**src/rtl/clk_div_pkg.sv**
```systemverilog
// -----------------------------------------------------------------------------
// clk_div_pkg
// Shared definitions for the divided-clock monitor: FSM state encoding, the
// half-cycle counter ceiling, and a saturating adder used by both counters.
// -----------------------------------------------------------------------------
package clk_div_pkg;

  // Monitor FSM states
  typedef enum logic [1:0] {
    ST_IDLE    = 2'd0,
    ST_MEASURE = 2'd1,
    ST_CHECK   = 2'd2,
    ST_LOCKED  = 2'd3
  } state_e;

  // Half-cycle counters stop here; reaching it while tracking means a stall
  localparam logic [7:0] HC_MAX = 8'd255;

  // Add 0..3 to an 8-bit count, clamping at HC_MAX
  function automatic logic [7:0] sat_add(input logic [7:0] base, input logic [1:0] inc);
    logic [8:0] sum;
    sum = {1'b0, base} + {7'd0, inc};
    if (sum > {1'b0, HC_MAX}) begin
      sat_add = HC_MAX;
    end else begin
      sat_add = sum[7:0];
    end
  endfunction

endpackage

```
**src/rtl/clk_dual_edge_sampler.sv**
```systemverilog
// -----------------------------------------------------------------------------
// clk_dual_edge_sampler
// Samples div_clk on both edges of clk and presents, at each posedge, the
// ordered pair of half-cycle samples for the clk period just finished plus the
// last sample of the previous period (needed for edge detection across the
// period boundary). div_clk is derived from clk, so no synchronizer is used.
//
// Ports:
//   clk     in  reference clock
//   rstn    in  asynchronous active-low reset (both sample flops)
//   div_clk in  divided clock under test
//   x_prev  out posedge sample from the previous clk period
//   x_pair  out [0] = negedge sample (earlier), [1] = posedge sample (later)
// -----------------------------------------------------------------------------
module clk_dual_edge_sampler (
  input  logic       clk,
  input  logic       rstn,
  input  logic       div_clk,
  output logic       x_prev,
  output logic [1:0] x_pair
);

  logic neg_r;
  logic pos_r;

  // Negedge sample: first half-cycle sample of each clk period
  always_ff @(negedge clk or negedge rstn) begin
    if (!rstn) begin
      neg_r <= 1'b0;
    end else begin
      neg_r <= div_clk;
    end
  end

  // Posedge sample, held so the next period can see the boundary transition
  always_ff @(posedge clk or negedge rstn) begin
    if (!rstn) begin
      pos_r <= 1'b0;
    end else begin
      pos_r <= div_clk;
    end
  end

  // The posedge sample of the current period is div_clk as seen by the
  // consuming posedge flops, which capture it at this same edge.
  assign x_prev = pos_r;
  assign x_pair = {div_clk, neg_r};

endmodule

```
**src/rtl/clk_div_monitor.sv**
```systemverilog
// -----------------------------------------------------------------------------
// clk_div_monitor
// Measures period and high time of a clk-derived divided clock with half-cycle
// resolution, compares each completed period against EXP_DIV and tracks lock.
//
// Ports:
//   clk        in   reference clock
//   rstn       in   asynchronous active-low reset
//   div_clk    in   divided clock under test
//   period_hc  out  last measured period, clk half-cycles
//   high_hc    out  last measured high time, clk half-cycles
//   meas_valid out  one-cycle pulse when period_hc/high_hc update
//   err        out  one-cycle pulse for a completed period that mismatches
//   stall      out  one-cycle pulse when no rising edge for 255 half-cycles
//   lock       out  high while the ratio is continuously correct
//   err_cnt    out  saturating count of err pulses
// -----------------------------------------------------------------------------
module clk_div_monitor
  import clk_div_pkg::*;
#(
  parameter int EXP_DIV  = 5,
  parameter int LOCK_CNT = 4
) (
  input  logic       clk,
  input  logic       rstn,
  input  logic       div_clk,
  output logic [7:0] period_hc,
  output logic [7:0] high_hc,
  output logic       meas_valid,
  output logic       err,
  output logic       stall,
  output logic       lock,
  output logic [7:0] err_cnt
);

  localparam logic [7:0] EXP_PERIOD = 8'(2 * EXP_DIV);
  localparam logic [7:0] EXP_HIGH   = 8'(EXP_DIV);
  localparam logic [7:0] LOCK_TGT   = 8'(LOCK_CNT);

  logic       x_prev_s;
  logic [1:0] x_pair_s;

  clk_dual_edge_sampler u_sampler (
    .clk     (clk),
    .rstn    (rstn),
    .div_clk (div_clk),
    .x_prev  (x_prev_s),
    .x_pair  (x_pair_s)
  );

  state_e     state_r, state_nxt_s;
  logic [7:0] pcnt_r, pcnt_nxt_s;
  logic [7:0] hcnt_r, hcnt_nxt_s;
  logic [7:0] run_r, run_nxt_s;
  logic [7:0] period_hc_r, high_hc_r, err_cnt_r;
  logic       meas_valid_r, err_r, stall_r, lock_r;

  logic       rise_a_s, rise_b_s, rise_s, good_s;
  logic       meas_s, err_s, stall_s;
  logic [1:0] high_inc_s;
  logic [7:0] close_p_s, close_h_s, start_p_s, start_h_s;
  logic [7:0] pcnt_add_s, hcnt_add_s, run_inc_s;

  // Edge detection and closing/opening period arithmetic
  always_comb begin
    rise_a_s   = ~x_prev_s & x_pair_s[0];
    rise_b_s   = ~x_pair_s[0] & x_pair_s[1];
    // A rise on the first sample needs x_pair[0]=1 and one on the second needs
    // x_pair[0]=0, so a double rise cannot occur within one clk period; any
    // such waveform would still be judged by good_s below.
    rise_s     = rise_a_s | rise_b_s;
    high_inc_s = {1'b0, x_pair_s[0]} + {1'b0, x_pair_s[1]};
    pcnt_add_s = sat_add(pcnt_r, 2'd2);
    hcnt_add_s = sat_add(hcnt_r, high_inc_s);
    run_inc_s  = run_r + 8'd1;
    if (rise_a_s) begin
      // The rising sample opens the new period, so the old one ends at pcnt_r
      close_p_s = pcnt_r;
      close_h_s = hcnt_r;
      start_p_s = 8'd2;
      start_h_s = 8'd1 + {7'd0, x_pair_s[1]};
    end else begin
      // The negedge sample still belongs to the closing period
      close_p_s = sat_add(pcnt_r, 2'd1);
      close_h_s = sat_add(hcnt_r, {1'b0, x_pair_s[0]});
      start_p_s = 8'd1;
      start_h_s = 8'd1;
    end
    good_s = (close_p_s == EXP_PERIOD) && (close_h_s == EXP_HIGH);
  end

  // Next-state logic, counter updates and per-cycle event strobes
  always_comb begin
    state_nxt_s = state_r;
    pcnt_nxt_s  = pcnt_r;
    hcnt_nxt_s  = hcnt_r;
    run_nxt_s   = run_r;
    meas_s      = 1'b0;
    err_s       = 1'b0;
    stall_s     = 1'b0;
    case (state_r)
      ST_IDLE: begin
        // Anything before the first rising edge is a partial period: drop it
        if (rise_s) begin
          state_nxt_s = ST_MEASURE;
          pcnt_nxt_s  = start_p_s;
          hcnt_nxt_s  = start_h_s;
        end else begin
          pcnt_nxt_s  = 8'd0;
          hcnt_nxt_s  = 8'd0;
        end
        run_nxt_s = 8'd0;
      end
      ST_MEASURE, ST_CHECK, ST_LOCKED: begin
        if (rise_s) begin
          meas_s     = 1'b1;
          pcnt_nxt_s = start_p_s;
          hcnt_nxt_s = start_h_s;
          if (!good_s) begin
            err_s       = 1'b1;
            run_nxt_s   = 8'd0;
            state_nxt_s = ST_CHECK;
          end else if (state_r == ST_LOCKED) begin
            state_nxt_s = ST_LOCKED;
          end else if (run_inc_s >= LOCK_TGT) begin
            run_nxt_s   = run_inc_s;
            state_nxt_s = ST_LOCKED;
          end else begin
            run_nxt_s   = run_inc_s;
            state_nxt_s = ST_CHECK;
          end
        end else if (pcnt_add_s == HC_MAX) begin
          // Edges have stopped; restart acquisition from scratch
          stall_s     = 1'b1;
          state_nxt_s = ST_IDLE;
          pcnt_nxt_s  = 8'd0;
          hcnt_nxt_s  = 8'd0;
          run_nxt_s   = 8'd0;
        end else begin
          pcnt_nxt_s = pcnt_add_s;
          hcnt_nxt_s = hcnt_add_s;
        end
      end
      default: begin
        state_nxt_s = ST_IDLE;
        pcnt_nxt_s  = 8'd0;
        hcnt_nxt_s  = 8'd0;
        run_nxt_s   = 8'd0;
      end
    endcase
  end

  // State, counters and registered outputs
  always_ff @(posedge clk or negedge rstn) begin
    if (!rstn) begin
      state_r      <= ST_IDLE;
      pcnt_r       <= 8'd0;
      hcnt_r       <= 8'd0;
      run_r        <= 8'd0;
      period_hc_r  <= 8'd0;
      high_hc_r    <= 8'd0;
      err_cnt_r    <= 8'd0;
      meas_valid_r <= 1'b0;
      err_r        <= 1'b0;
      stall_r      <= 1'b0;
      lock_r       <= 1'b0;
    end else begin
      state_r      <= state_nxt_s;
      pcnt_r       <= pcnt_nxt_s;
      hcnt_r       <= hcnt_nxt_s;
      run_r        <= run_nxt_s;
      meas_valid_r <= meas_s;
      err_r        <= err_s;
      stall_r      <= stall_s;
      // Derived from next state so lock falls with the err/stall pulse
      lock_r       <= (state_nxt_s == ST_LOCKED);
      if (meas_s) begin
        period_hc_r <= close_p_s;
        high_hc_r   <= close_h_s;
      end
      if (err_s && (err_cnt_r != HC_MAX)) begin
        err_cnt_r <= err_cnt_r + 8'd1;
      end
    end
  end

  assign period_hc  = period_hc_r;
  assign high_hc    = high_hc_r;
  assign meas_valid = meas_valid_r;
  assign err        = err_r;
  assign stall      = stall_r;
  assign lock       = lock_r;
  assign err_cnt    = err_cnt_r;

endmodule
```
**config.mk**
```make
export PLATFORM = sky130hd
export DESIGN_NAME = clk_div_monitor
export DESIGN_NICKNAME = d
export VERILOG_FILES = /design/src/rtl/clk_div_pkg.sv /design/src/rtl/clk_dual_edge_sampler.sv /design/src/rtl/clk_div_monitor.sv
export SDC_FILE = /design/constraint.sdc
export NUM_CORES = 1
export LEC_CHECK = 0
export CORE_ASPECT_RATIO = 0.75
export CORE_MARGIN = 3
export CORE_UTILIZATION = 30
export DETAILED_ROUTE_END_ITERATION = 12
export GPL_ROUTABILITY_DRIVEN = 0
export HOLD_SLACK_MARGIN = 0.08
export PLACE_DENSITY_LB_ADDON = 0.1
export SLEW_MARGIN = 20
export SYNTH_ARGS = -nofsm -noshare
export SYNTH_HDL_FRONTEND = slang
export SYNTH_HIERARCHICAL = 1
export SYNTH_SLANG_ARGS = --single-unit
```
**constraint.sdc**
```tcl
create_clock -name clk -period 3.1 [get_ports clk]
set_input_delay 0.31 -clock clk [delete_from_list [all_inputs] [get_ports clk]]
set_output_delay 0.31 -clock clk [all_outputs]
set_load 0.03 [all_outputs]
```
==> results of run 1 <==
[worst paths after layout]
check,cells past startpoint,end
max,8,err_cnt[4]$_DFFE_PN0P_
min,2,pcnt_r[3]$_DFF_PN0_
max reg2reg,8,err_cnt[4]$_DFFE_PN0P_
min reg2reg,2,period_hc[3]$_DFFE_PN0P_
max in group asynchronous,1,u_sampler/neg_r$_DFF_NN0_
min in group clk,2,period_hc[3]$_DFFE_PN0P_
[cells by family after synthesis]
kind of cell	after synthesis	share of synthesized area
adder cells (fa/ha/maj)	12	0.0468
multiplexers	2	0.00631
AND/OR/NAND/NOR	162	0.250
flip-flops	56	0.416
buffers and inverters	41	0.0583
AO/OA/AOI/OAI	95	0.184
XOR/XNOR	15	0.0390
[layer usage]
layer  global-route usage  wire length (µm)  part of all wire  up-vias
met2                0.206              3690              0.41       54
li1                     -                 -                 -     1502
met1                0.241              4770              0.54     1401
met4               0.0245                58            0.0065        0
met3               0.0279               384             0.043        4
met5                    0                 0                 0        -
[stage by stage]
step | hold slack, ns | worst slack, ns
final | 0.227 | -0.846
after global routing | 0.298 | -0.955
after CTS | 0.270 | -0.822
after detailed placement | 0.465 | -0.901
after global placement | 0.463 | -0.897
after floorplan | 0.0144 | -0.710
[flip-flops by register name, indices dropped and copies added (netlist names)]
register	cells
err	1
err_cnt	8
hcnt_r	8
high_hc	8
lock	1
meas_valid	1
pcnt_r	8
period_hc	8
run_r	8
stall	1
state_r	2
u_sampler/neg_r	1
u_sampler/x_prev	1
[critical path, cell delays in order, from the launching register on]
cell	delay (ns)
dfrtn_1	0.39
buf_4	0.16
ha_1	0.22
a2111oi_1	0.36
o22ai_1	0.20
nor4b_4	0.35
and3_4	0.36
nor4b_2	0.08
xor2_1	0.14
[timing repair]
| item | in CTS | in global routing |
|---|---|---|
| gates cloned | 3 | 0 |
| resized for setup | 40 | 15 |
| buffers inserted | 11 | 1 |
| pin swaps | 14 | 8 |
| endpoints found under the setup margin | 53 | 54 |
[power groups by stage]
stage	Sequential (mW)	Clock (mW)	Combinational [mW]
final	0.950	0.560	0.753
after floorplan	1.05	0	0.305
after global routing	0.967	0.606	0.818
after detailed placement	0.959	0	0.693
after global placement	0.958	0	0.688
after CTS	0.948	0.578	0.753
[area by class of cell]
type / count / area, µm²
fillers: 1043 / 6050
multi-input cells: 286 / 1980
flip-flops and latches: 56 / 1400
repair buffers: 88 / 816
well taps: 136 / 170
clock buffers: 5 / 125
inverters: 16 / 60.1
clock inverters: 2 / 12.5
[layout by cell type, fill, tap and decap left out, types with 3 or more instances in the layout]
cell type        instances
a21o_1                   5
a21oi_1                 14
a31oi_1                  9
and2_1                   7
and3_1                   7
and4_1                   5
buf_4                   46
buf_6                    8
clkbuf_16                5
clkdlybuf4s50_1         29
dfrtp_1                 55
ha_1                    10
inv_1                   14
nand2_1                 45
nand3_1                 24
nand3_2                  3
nand4_1                  7
nor2_1                  27
nor3_1                   6
nor3_2                   3
o211ai_1                 3
o21ai_0                 23
o21ai_1                  5
o21ai_2                  9
xnor2_1                  7
xor2_1                   7
==> impl_metrics.py, run 1 <==
metrics = {
    "run_status": {
        "status": "finished with violations",
        "violations": "setup timing",
    },
    "pwr": {
        "p_leak_nw": 1.97,
        "power_frac_comb": 0.333,
        "power_mw": 2.26,
        "p_switching_uw": 792,
        "p_int_mw": 1.47,
        "p_per_area_mw_per_mm2": 496,
        "max-vdd-ir-drop_v": 0.000308,
        "swShare": 0.350,
        "power_frac_clock": 0.247,
        "seqPwrFrac": 0.420,
    },
    "sta": {
        "fin_skew_ns": 0.0223,
        "slew_headroom": 0.521,
        "rsz0062_at_grt": "true",
        "worst_slack_ns": -0.846,
        "fin_tns_setup_ns": -20.50,
        "tightest_slew_ns": 0.719,
        "slew_viol_final": 0,
        "hold_violations": 0,
        "setup_viol": 52,
    },
    "final_layout": {
        "finalInstanceArea_mm2": 0.00456,
        "syn2layout_area_growth_pct": 35.5,
        "nNetsFinal": 468,
        "fin_util": 0.430,
        "drive_above_1_share": 0.265,
        "antenna_cells": 0,
        "finalNonFillerCells": 589,
    },
    "synthesis": {
        "syn_inst": 383,
        "synth_fp_nets": 398,
        "synth_area_mm2": 0.00337,
        "synth.top_cells.by_count": "dfrtp_1, nand2_1, o21ai_0, nor2_1, nand3_1",
        "ys_ff_latch": 56,
        "synthDistinctLibCells": 59,
        "synth_flop_cell": "dfrtp_1",
        "synth_edf_count": 0,
        "syn_area_per_cell_um2": 8.80,
        "synth.most_common_cell": "dfrtp_1",
        "synthArstFlopShare": 1.00,
        "synth_top_cell_by_area": "dfrtp_1",
        "synth-seq-area-share": 0.416,
        "yosys.area.top_type_share": 0.408,
        "yosysWarnings": 6,
        "netlist_top_cells_area": "dfrtp_1, nand2_1, o21ai_0, ha_1, nand3_1",
    },
    "placement": {
        "io_buffers": 30,
        "dpl_cell_area_mm2": 0.00409,
        "dp_cells": 569,
        "dpl.hpwl_um": 6190,
    },
    "worst_setup_path": {
        "startpoint": "u_sampler/neg_r$_DFF_NN0_",
        "start_kind": "flip-flop",
        "r2r_start": "u_sampler/neg_r$_DFF_NN0_",
        "cp-end-kind": "flip-flop",
        "cp_max_fo": 7,
        "r2r_slack_ns": -0.85,
        "crit_type": "flip-flop to flip-flop",
        "crit_arrival_ns": 4.12,
        "required_ns": 3.27,
    },
    "floorplan": {
        "core-area_mm2": 0.0106,
        "rows": 32,
        "io_pins": 31,
        "dieArea_mm2": 0.0126,
        "initial_core_util": 0.318,
        "chipWidth_um": 128,
        "fp.dieH_um": 97.8,
    },
    "detailed_routing": {
        "drt_iter0_drc": 186,
        "drt_wl_total_um": 8910,
        "drc_errors": 0,
        "vias": 2961,
        "drtAntennaViolNets": 0,
        "detail_route.wl_per_cell_um": 15.1,
        "vias_per_cell": 5.03,
        "drt-pass1-iter-count": 4,
    },
    "global_routing": {
        "grt_pass1_vias": 2909,
        "grt_start_max_net_pins": 56,
        "antenna_found_initial": 0,
        "grt_pass1_wl_um": 15300,
        "grt_overflow": 0,
        "grt.total_usage": 0.149,
    },
    "cts": {
        "worstSkewPairLatency_ns": 0.31,
        "cts-root-buf": "clkbuf_16",
        "htreeDepth": 2,
        "clock-sinks": 56,
        "path_clk_slew_ns": 0.07,
        "clockBufferDepth": 2,
        "cts_tree": "done",
        "cts_buffers": 5,
        "ctsHoldBuffers": 0,
    },
    "flow_run": {
        "maxCapViolCount": 0,
    },
    "min_path": {
        "min_path_type": "primary input to async pin",
    },
}
(Power assumes the default switching activity.)
==> inputs of run 2 (changes only) <==
--- a/config.mk
+++ b/config.mk
@@ -5,6 +5,8 @@
 export SDC_FILE = /design/constraint.sdc
 export NUM_CORES = 1
 export LEC_CHECK = 0
+export CELL_PAD_IN_SITES_DETAIL_PLACEMENT = 0
+export CELL_PAD_IN_SITES_GLOBAL_PLACEMENT = 1
 export CORE_ASPECT_RATIO = 0.75
 export CORE_MARGIN = 3
 export CORE_UTILIZATION = 30
==> run 2 against run 1 <==
The flow still finishes with violations (setup timing). Power grew 1.6%. Core utilization fell by 0.83 points. Design area is 1.9% lower. Worst hold slack better by 0.011 ns. Flip-flop and latch count stayed put. Count of clock-buffer cells in the layout grew 1. First-iteration DRC count decreased by 13%. Critical endpoint unchanged. Largest cell class unchanged.
==> impl_metrics.py, run 2 (synthesis gave the netlist of run 1 again) <==
metrics = {
    "cts": {
        "clockBufferDepth": 2,
        "cts-root-buf": "clkbuf_16",
        "clock-sinks": 56,
        "ctsHoldBuffers": 0,
        "htreeDepth": 2,
        "cts_buffers": 5,
        "path_clk_slew_ns": 0.07,
        "worstSkewPairLatency_ns": 0.31,
        "cts_tree": "done",
    },
    "global_routing": {
        "grt.total_usage": 0.147,
        "grt_util_met1": 0.227,
        "grt_start_max_net_pins": 56,
        "top_usage_layer": "met1",
        "use_met2": 0.212,
        "grt_pass1_vias": 2891,
        "antenna_found_initial": 0,
        "grt_overflow": 0,
        "grt_pass1_wl_um": 15200,
        "grt_use_met3": 0.0290,
    },
    "detailed_routing": {
        "drc_errors": 0,
        "vias": 2952,
        "drt_iter0_drc": 161,
        "drt_wl_total_um": 8890,
        "drt-pass1-iter-count": 4,
        "detail_route.wl_per_cell_um": 15.2,
        "drtAntennaViolNets": 0,
        "vias_per_cell": 5.05,
    },
    "worst_setup_path": {
        "crit_arrival_ns": 4.11,
        "cp_max_fo": 7,
        "cp-end-kind": "flip-flop",
        "start_kind": "flip-flop",
        "crit_type": "flip-flop to flip-flop",
        "required_ns": 3.27,
    },
    "pwr": {
        "power_mw": 2.30,
        "p_leak_nw": 1.92,
        "p_per_area_mw_per_mm2": 514,
        "max-vdd-ir-drop_v": 0.000364,
    },
    "run_status": {
        "status": "finished with violations",
        "violations": "setup timing",
    },
    "sta": {
        "slew_viol_final": 0,
        "hold_violations": 0,
        "worst_hold_slack_ns": 0.237,
        "worst_slack_ns": -0.832,
        "slew_headroom": 0.510,
        "fin_skew_ns": 0.0191,
        "rsz0062_at_grt": "true",
        "fin_tns_setup_ns": -18.84,
        "tightest_slew_ns": 0.735,
        "setup_viol": 41,
    },
    "final_layout": {
        "nNetsFinal": 462,
        "syn2layout_area_growth_pct": 32.9,
        "antenna_cells": 0,
        "n_fill_cell": 1076,
        "seq_area_mm2": 0.00140,
        "mostFrequentLayoutCell": "dfrtp_1",
        "mostFrequentLayoutCells": "dfrtp_1, nand2_1, buf_4",
        "drive_above_1_share": 0.254,
        "multiInputGateArea_mm2": 0.00197,
    },
    "floorplan": {
        "rows": 32,
        "chipWidth_um": 128,
        "io_pins": 31,
        "initial_core_util": 0.318,
        "dieArea_mm2": 0.0126,
        "fp.dieH_um": 97.8,
        "core-area_mm2": 0.0106,
    },
    "min_path": {
        "min_path_type": "primary input to async pin",
    },
    "flow_run": {
        "maxCapViolCount": 0,
    },
    "placement": {
        "io_buffers": 30,
        "dpl.hpwl_um": 6340,
    },
}
-- run 2: repair_timing --
item,in CTS,in global routing
resized for setup,29,22
pin swaps,15,10
endpoints found under the setup margin,51,50
buffers inserted,8,2
gates cloned,1,0
-- run 2: final cells by class --
cell class	instances	share of cell area
clock inverters	2	0.00307
well taps	136	0.0380
clock buffers	6	0.0310
inverters	16	0.0134
multi-input cells	286	0.440
repair buffers	82	0.162
flip-flops and latches	56	0.313
-- run 2: worst max-delay path, cell delays in order (launching register included) --
cell and delay, ns:
dfrtn_1 0.50, ha_4 0.16, nand2_2 0.05, or3_4 0.35, a22o_4 0.26, nor4b_4 0.35, and3_4 0.37, nor4b_4 0.07
xor2_1 0.14
-- run 2: per-stage QoR --
| step | utilization | worst slack [ns] | instances | area [µm²] |
|---|---|---|---|---|
| global route | 0.422 | -0.932 | 584 | 4480 |
| detailed placement | 0.384 | -0.931 | 567 | 4080 |
| global placement | 0.384 | -0.907 | 567 | 4080 |
| floorplan | - | -0.710 | 383 | 3440 |
| finish | 0.422 | -0.832 | 584 | 4480 |
| CTS | 0.413 | -0.832 | 583 | 4380 |
-- run 2: path summary, 6_finish.rpt --
check                                          start                        end  slack [ns]  depth (start not counted)
max                        u_sampler/neg_r$_DFF_NN0_     err_cnt[4]$_DFFE_PN0P_       -0.83                          8
min in group clk              high_hc[2]$_DFFE_PN0P_     high_hc[2]$_DFFE_PN0P_        0.47                          2
max reg2reg                u_sampler/neg_r$_DFF_NN0_     err_cnt[4]$_DFFE_PN0P_       -0.83                          8
max in group asynchronous                       rstn  u_sampler/neg_r$_DFF_NN0_        1.71                          1
min                                             rstn        pcnt_r[4]$_DFF_PN0_        0.24                          2
min reg2reg                   high_hc[2]$_DFFE_PN0P_     high_hc[2]$_DFFE_PN0P_        0.47                          2
-- run 2: power breakdown --
part / leakage, nW / switching, mW / internal (mW)
combinational: 1.12 / 0.395 / 0.355
clock: 0.0772 / 0.273 / 0.324
sequential: 0.727 / 0.129 / 0.823
-- run 2: layer usage --
layer	part of all wire	vias up
met5	0	-
met4	0.0050	0
met3	0.040	4
met2	0.43	41
met1	0.52	1419
li1	-	1488
